## src/rtl/ctrl_pkg.sv

```systemverilog
`default_nettype none
// ============================================================================
// Module  : ctrl_pkg
// Brief   : Shared opcode, ALU_op and control-bundle definitions for the
//           decoder / control pipeline.
// Revision: 1.0 - initial release
// ============================================================================
package ctrl_pkg;

    localparam logic [5:0] c_OP_R_TYPE = 6'b000000;
    localparam logic [5:0] c_OP_SUBIU  = 6'b001101;
    localparam logic [5:0] c_OP_SW     = 6'b010000;
    localparam logic [5:0] c_OP_LW     = 6'b010001;
    localparam logic [5:0] c_OP_SLTI   = 6'b101010;

    typedef enum logic [1:0] {
        ALU_ADD   = 2'b00,
        ALU_SUB   = 2'b01,
        ALU_FUNCT = 2'b10,
        ALU_SLT   = 2'b11
    } alu_op_e;

    // Single-bit part of the bundle; ALU_op and dst are sized by the
    // instantiating module's parameters and travel alongside it.
    typedef struct packed {
        logic valid;
        logic reg_write;
        logic alu_src;
        logic mem_w;
        logic mem_r;
        logic mem_to_reg;
    } ctrl_t;

    localparam ctrl_t c_BUBBLE = '0;

endpackage
`default_nettype wire

```

## src/rtl/load_use_detect.sv

```systemverilog
`default_nettype none
// ============================================================================
// Module  : load_use_detect
// Brief   : Combinational compare of the ID source registers against a load
//           sitting in EX. Used only when CTRL_PIPE_HAZARD_EN is defined.
// Revision: 1.0 - initial release
// ============================================================================
module load_use_detect #(
    parameter int REG_W = 5
) (
    input  logic             id_valid,
    input  logic             id_RegWrite,
    input  logic             id_RegDst,
    input  logic             id_Mem_w,
    input  logic [REG_W-1:0] id_rs,
    input  logic [REG_W-1:0] id_rt,
    input  logic             ex_valid,
    input  logic             ex_mem_r,
    input  logic [REG_W-1:0] ex_dst,
    output logic             hazard
);

    logic w_rs_used;
    logic w_rt_used;

    assign w_rs_used = id_valid & (id_RegWrite | id_Mem_w);
    assign w_rt_used = id_valid & (id_RegDst   | id_Mem_w);

    // A load into r0 never produces a value, so it can never be waited on.
    assign hazard = ex_valid & ex_mem_r & (ex_dst != '0) &
                    ((w_rs_used & (ex_dst == id_rs)) |
                     (w_rt_used & (ex_dst == id_rt)));

endmodule
`default_nettype wire

```

## src/rtl/ctrl_pipe.sv

```systemverilog
`default_nettype none
// ============================================================================
// Module  : ctrl_pipe
// Brief   : Carries the ID control bundle through EX/MEM/WB, resolves the
//           destination register, suppresses r0 writes and (with
//           CTRL_PIPE_HAZARD_EN defined) stalls one cycle on load-use.
// Revision: 1.0 - initial release
// ============================================================================
module ctrl_pipe
    import ctrl_pkg::*;
#(
    parameter int REG_W   = 5,
    parameter int ALUOP_W = 2
) (
    input  logic               clk,
    input  logic               rst_n,
    input  logic               id_valid,
    input  logic               id_RegDst,
    input  logic               id_RegWrite,
    input  logic               id_ALU_src,
    input  logic               id_Mem_w,
    input  logic               id_Mem_r,
    input  logic               id_Mem_to_Reg,
    input  logic [ALUOP_W-1:0] id_ALU_op,
    input  logic [REG_W-1:0]   id_rs,
    input  logic [REG_W-1:0]   id_rt,
    input  logic [REG_W-1:0]   id_rd,
    input  logic               flush,
    output logic               stall,
    output logic               ex_valid,
    output logic               ex_ALU_src,
    output logic [ALUOP_W-1:0] ex_ALU_op,
    output logic               mem_valid,
    output logic               mem_Mem_w,
    output logic               mem_Mem_r,
    output logic               wb_valid,
    output logic               wb_RegWrite,
    output logic               wb_Mem_to_Reg,
    output logic [REG_W-1:0]   wb_dst
);

    logic               w_enter;
    logic [REG_W-1:0]   w_id_dst;
    ctrl_t              w_id_ctrl;
    logic [ALUOP_W-1:0] w_id_alu_op;
    logic [REG_W-1:0]   w_id_dst_q;

    ctrl_t              r_ex;
    logic [ALUOP_W-1:0] r_ex_alu_op;
    logic [REG_W-1:0]   r_ex_dst;

    logic               r_mem_valid;
    logic               r_mem_mem_w;
    logic               r_mem_mem_r;
    logic               r_mem_reg_write;
    logic               r_mem_mem_to_reg;
    logic [REG_W-1:0]   r_mem_dst;

    logic               r_wb_valid;
    logic               r_wb_reg_write;
    logic               r_wb_mem_to_reg;
    logic [REG_W-1:0]   r_wb_dst;

`ifdef CTRL_PIPE_HAZARD_EN
    logic w_hazard;

    load_use_detect #(
        .REG_W (REG_W)
    ) u_load_use_detect (
        .id_valid    (id_valid),
        .id_RegWrite (id_RegWrite),
        .id_RegDst   (id_RegDst),
        .id_Mem_w    (id_Mem_w),
        .id_rs       (id_rs),
        .id_rt       (id_rt),
        .ex_valid    (r_ex.valid),
        .ex_mem_r    (r_ex.mem_r),
        .ex_dst      (r_ex_dst),
        .hazard      (w_hazard)
    );

    // Flush wins: the ID instruction is discarded, so there is nothing to hold.
    assign stall = w_hazard & ~flush;
`else
    logic w_unused_srcs;

    assign w_unused_srcs = ^id_rs;
    assign stall         = 1'b0;
`endif

    assign w_enter  = id_valid & ~flush & ~stall;
    assign w_id_dst = id_RegDst ? id_rd : id_rt;

    always_comb begin
        w_id_ctrl   = c_BUBBLE;
        w_id_alu_op = '0;
        w_id_dst_q  = '0;
        if (w_enter) begin
            w_id_ctrl.valid      = 1'b1;
            w_id_ctrl.reg_write  = id_RegWrite & (w_id_dst != '0);
            w_id_ctrl.alu_src    = id_ALU_src;
            w_id_ctrl.mem_w      = id_Mem_w;
            w_id_ctrl.mem_r      = id_Mem_r;
            w_id_ctrl.mem_to_reg = id_Mem_to_Reg;
            w_id_alu_op          = id_ALU_op;
            w_id_dst_q           = w_id_dst;
        end
    end

    always_ff @(posedge clk or negedge rst_n) begin
        if (!rst_n) begin
            r_ex             <= c_BUBBLE;
            r_ex_alu_op      <= '0;
            r_ex_dst         <= '0;
            r_mem_valid      <= 1'b0;
            r_mem_mem_w      <= 1'b0;
            r_mem_mem_r      <= 1'b0;
            r_mem_reg_write  <= 1'b0;
            r_mem_mem_to_reg <= 1'b0;
            r_mem_dst        <= '0;
            r_wb_valid       <= 1'b0;
            r_wb_reg_write   <= 1'b0;
            r_wb_mem_to_reg  <= 1'b0;
            r_wb_dst         <= '0;
        end else begin
            r_ex             <= w_id_ctrl;
            r_ex_alu_op      <= w_id_alu_op;
            r_ex_dst         <= w_id_dst_q;
            r_mem_valid      <= r_ex.valid;
            r_mem_mem_w      <= r_ex.mem_w;
            r_mem_mem_r      <= r_ex.mem_r;
            r_mem_reg_write  <= r_ex.reg_write;
            r_mem_mem_to_reg <= r_ex.mem_to_reg;
            r_mem_dst        <= r_ex_dst;
            r_wb_valid       <= r_mem_valid;
            r_wb_reg_write   <= r_mem_reg_write;
            r_wb_mem_to_reg  <= r_mem_mem_to_reg;
            r_wb_dst         <= r_mem_dst;
        end
    end

    assign ex_valid      = r_ex.valid;
    assign ex_ALU_src    = r_ex.alu_src;
    assign ex_ALU_op     = r_ex_alu_op;
    assign mem_valid     = r_mem_valid;
    assign mem_Mem_w     = r_mem_mem_w;
    assign mem_Mem_r     = r_mem_mem_r;
    assign wb_valid      = r_wb_valid;
    assign wb_RegWrite   = r_wb_reg_write;
    assign wb_Mem_to_Reg = r_wb_mem_to_reg;
    assign wb_dst        = r_wb_dst;

endmodule
`default_nettype wire

```

## config.mk

```make
export PLATFORM = sky130hd
export DESIGN_NAME = ctrl_pipe
export DESIGN_NICKNAME = d
export VERILOG_FILES = /design/src/rtl/ctrl_pkg.sv /design/src/rtl/load_use_detect.sv /design/src/rtl/ctrl_pipe.sv
export SDC_FILE = /design/constraint.sdc
export NUM_CORES = 1
export LEC_CHECK = 0
export CAP_MARGIN = 40
export CORE_MARGIN = 1.5
export CORE_UTILIZATION = 42
export CTS_CLUSTER_DIAMETER = 200
export DETAILED_ROUTE_END_ITERATION = 10
export PLACE_DENSITY = 0.77
export REMOVE_ABC_BUFFERS = 1
export SYNTH_ARGS = -nofsm -noshare
export SYNTH_HDL_FRONTEND = slang
export SYNTH_SLANG_ARGS = --single-unit
```

## constraint.sdc

```tcl
create_clock -name clk -period 1.25 [get_ports clk]
set_input_delay 0.375 -clock clk [delete_from_list [all_inputs] [get_ports clk]]
set_output_delay 0.375 -clock clk [all_outputs]
set_load 0.05 [all_outputs]
```

# After elaboration in Yosys (flattened, before gate mapping)
# Index checks and enable logic that the tools add are counted.
# word_totals
reg_bits	31
inputBits	27
wordCells	26
# op_classes
muxes	4
bitwise_logic	3
n_reduce_logical	1
# ops
operator	count
5-bit two-way mux	2
6-bit two-way mux	1
5-bit nonzero test	1
1-bit AND	2
2-bit two-way mux	1
1-bit NOT	1

# Logic depth before layout (Yosys ltp)
# logic_depth
ltp_word	4
depth_mapped	4
depth_no_buf	4

# Worst setup path before layout
# OpenSTA, ideal clock, no wires.
# synth_path
path_kind	input to register
start	input id_RegDst
end	register r_ex[4] in the netlist's numbering
setup_time_ns	0.123
arrival_time_ns	1.077
required_time_ns	1.127
setup_slack_ns	0.049
stages	4
path_buffers	1
path_cell_list	buf_6 > or4b_1 > nor3_2 > nor3_1
# synth_lines
element	line	source
start, declared	ctrl_pipe.sv:18	input logic id_RegDst,
end signal, assigned	ctrl_pipe.sv:112	r_ex <= c_BUBBLE;
end signal, assigned	ctrl_pipe.sv:126	r_ex <= w_id_ctrl;
end, declared	ctrl_pipe.sv:48	ctrl_t r_ex;

# Final worst setup path
# layout_path
start	register r_wb_valid, in the netlist wb_valid
end	output wb_valid
# layout_lines
element	line	source
start, declared	ctrl_pipe.sv:59	logic r_wb_valid;
start signal, assigned	ctrl_pipe.sv:135	r_wb_valid <= r_mem_valid;
end, declared	ctrl_pipe.sv:36	output logic wb_valid,
# No word-level cell between the ends.

==> summary.md <==
| Metric | Value |
|---|---|
| Hold Crit Start | r_mem_dst[2] |
| Fin worst setup slack | -12.1 ps |
| Share of the synthesized area in the top cell type | 81.2% |
| CTS buffer count | 5 |
| Commonest cells in the netlist | 31 x dfrtp_1, 6 x and2_1, 5 x mux2i_1, 5 x nor2_1, 2 x nor3_1 |
| Core Rows | 17 |
| Hold Path End | wb_dst[2] |
| Max stage delay on crit path | 410 ps |
| CP max stage cell | dfrtp_1 |
| Clock root buffer | clkbuf_4 |
| Post-synth EDFFs | 0 |
| Clock power frac | 31.3% |
| R2R depth | 0 |
| # fillers | 148 |
| Antenna-violating nets left | 0 |
| Most area-hungry cell type in the Yosys netlist | dfrtp_1 |
| Fin. max-slew vios | 0 |
| DRT Pass-1 Iters | 3 |
| Final Hold Fails | 0 |
| Area growth, synth to finish | 69.9% |
| Placer Congestion | 0.711 |
| Total Power | 0.00200 W |
| IO Port Bufs | 36 |
| DP Worst Slack | -417 ps |
| Vias | 588 |
| Ant. Diodes | 0 |
| Post-synthesis compound-gate area fraction | 0% |
| Final Cycle Share | 101% |
| Seq/Total Area, Yosys | 81.2% |
| RSZ-0062 raised after global routing | yes |
| Worst-path maximum fanout | 1 |
| Worst-path cell chain | buf_12 |
| Non-Filler Instances | 132 |
| Die area | 0.00257 mm2 |
| Min cycle time layout | 1260 ps |
| Buf/Inv on CP | 1 |
| Die height | 50.7 um |
| Vias per inst | 4.45 |
| Critical Path RT | 880 ps |
| Post-CTS Setup Inserts | 0 |
| Sw Pwr | 0.000461 W |
| Syn Area/Cell | 16.5 um2 |
| Reg-to-reg startpoint | mem_valid |
| Hold_buf cts | 0 |
| Setup CP Type | flip-flop to output pin |
| XOR/XNOR Fraction of Synth Area | 0% |
| Fin Setup TNS | -48.8 ps |
| Most common cell in the synthesized netlist | dfrtp_1 |
| Async S/R FF share, synth | 100% |
| Clk sinks | 31 |
| Vias in the first global route | 560 |
| Clk_lat worst skew | 320 ps |
| Mean routed wirelength per cell | 11.6 um |
| Crit. End Element | output pin |
| Sw frac | 23.1% |
| Mapped Cells | 58 |
| PD cells | 1230 mW/mm2 |
| Gate power share | 15.3% |
| Core Area | 0.00217 mm2 |
| Final net count | 130 |
| Grt total ovfl | 0 |
| Reg power frac | 53.4% |
| Status | finished with violations |
| Largest net degree at the start of global routing | 32 |
| Predominant post-synthesis flop cell | dfrtp_1 |
| Critical Path AT | 890 ps |
| Max-cap check violation count | 0 |
| WL final | 1.53 mm |
| Global-route wire length before repair | 2.41 mm |
| Synth Area in Simple Gates | 10.9% |
| Initial antenna violation count | 0 |
| Leakage | 0.814 nW |
| VDD IR max | 0.854 mV |
| Violated checks | negative setup slack |
| Crit path max-delay family | flip-flops |
| GRT Overall Usage | 14.4% |
| Worst Hold Path Cells | 0 |
| CTS HTree Levels | 2 |
| Die X-Extent | 50.7 um |
| Cell Int Power | 0.00154 W |
| Main combinational cell family by area after synthesis | simple AND/OR/NAND/NOR gates |
| Synthesized area | 956 um2 |
| Initial cell density of the core | 44.1% |
| TritonCTS clock tree | yes |
| Clock transition at the registers of the reported paths | 80 ps |
| Crit path launch type | flip-flop |
| R2R Path End | wb_valid |
| Peak Freq | 792 MHz |
| Share of post-route cells with drive strength above 1 | 29.8% |
| Starting DRT DRC Count | 2 |
| R2R Setup Slk | 720 ps |
| Post-synthesis mux area share | 5.24% |
| # placed instances | 124 |
| Number of synthesized register bits | 31 |
| Detail Placement HPWL | 1.20 mm |
| Final setup violation count | 5 |
| Clock Skew | 6.32 ps |
| Worst hold path type | flip-flop to flip-flop |
| CTS max path bufs | 2 |
| DRC Markers | 0 |
| IO Count | 43 |
| Area contributors post-synth | dfrtp_1 81%, mux2i_1 5.2%, and2_1 3.9%, nor2_1 2.0%, buf_6 1.2% |
| Yosys warning total | 0 |
| Post-synthesis adder-cell area fraction | 0% |
| Post-synthesis cell type count | 14 |
## power by group through the flow
stage               Combinational (W)  Sequential (W)  Clock [W]
detailed placement           0.000308         0.00109          0
global placement             0.000302         0.00109          0
global route                 0.000323         0.00107   0.000700
floorplan                   0.0000326         0.00115          0
CTS                          0.000305         0.00107   0.000660
finish                       0.000305         0.00107   0.000625
## layout by cell type, fill, tap and decap left out, drive strengths merged
| cell | netlist | final |
|---|---|---|
| nor3 | 3 | 3 |
| nand2 | 1 | 1 |
| clkdlybuf4s50 | 0 | 14 |
| dlymetal6s2s | 0 | 4 |
| inv | 1 | 1 |
| dlygate4sd2 | 0 | 3 |
| buf | 2 | 19 |
| nand2b | 1 | 1 |
| clkbuf | 0 | 8 |
| conb | 1 | 1 |
| or4b | 1 | 1 |
| or4 | 1 | 1 |
| dfrtp | 31 | 31 |
| and2 | 6 | 6 |
| mux2i | 5 | 5 |
| nor2 | 5 | 5 |
## cells by family after synthesis
group                  count (synthesis)
buffers and inverters                  3
DFF                                   31
muxes                                  5
other                                  1
and+or+nand+nor                       18
## how the worst max path moves through the flow
| stage | start | end | cells past startpoint |
|---|---|---|---|
| after CTS | wb_valid | wb_valid | 1 |
| after global routing | wb_valid | wb_valid | 1 |
| final | wb_valid | wb_valid | 1 |
| after global placement | id_rt[1] | r_ex[4] | 4 |
| after detailed placement | id_rt[1] | r_ex[4] | 4 |
| after floorplan | id_rt[1] | r_ex[4] | 3 |
## through the flow
step	cell area (um2)	utilization [%]	hold slack, ps
floorplan	937	-	79.4
global placement	1530	70.3	331
detailed placement	1530	70.3	335
CTS	1590	73.3	354
global route	1620	74.9	363
finish	1620	74.9	351
## cell type report
type / instances / area, um2 / area share, %
clock buffer: 8 / 68.8 / 4.24
inverter: 1 / 3.75 / 0.231
multi-input combinational: 24 / 181 / 11.2
sequential: 31 / 776 / 47.8
tap: 28 / 35.0 / 2.16
timing repair buffer: 40 / 559 / 34.4
## metal layers
layer	vias up	part of all wire, %	GRT usage, %
li1	273	-	-
met1	277	35	11.9
met2	34	52	23.9
met3	4	11	10.4
met4	0	2.2	9.46
met5	-	0	0
## repair_timing
action,4_1_cts,5_1_grt
pin swaps,4,3
endpoints found under the setup margin,16,16
gates resized for setup,3,9
gates cloned,0,0
(Power assumes the default switching activity.)
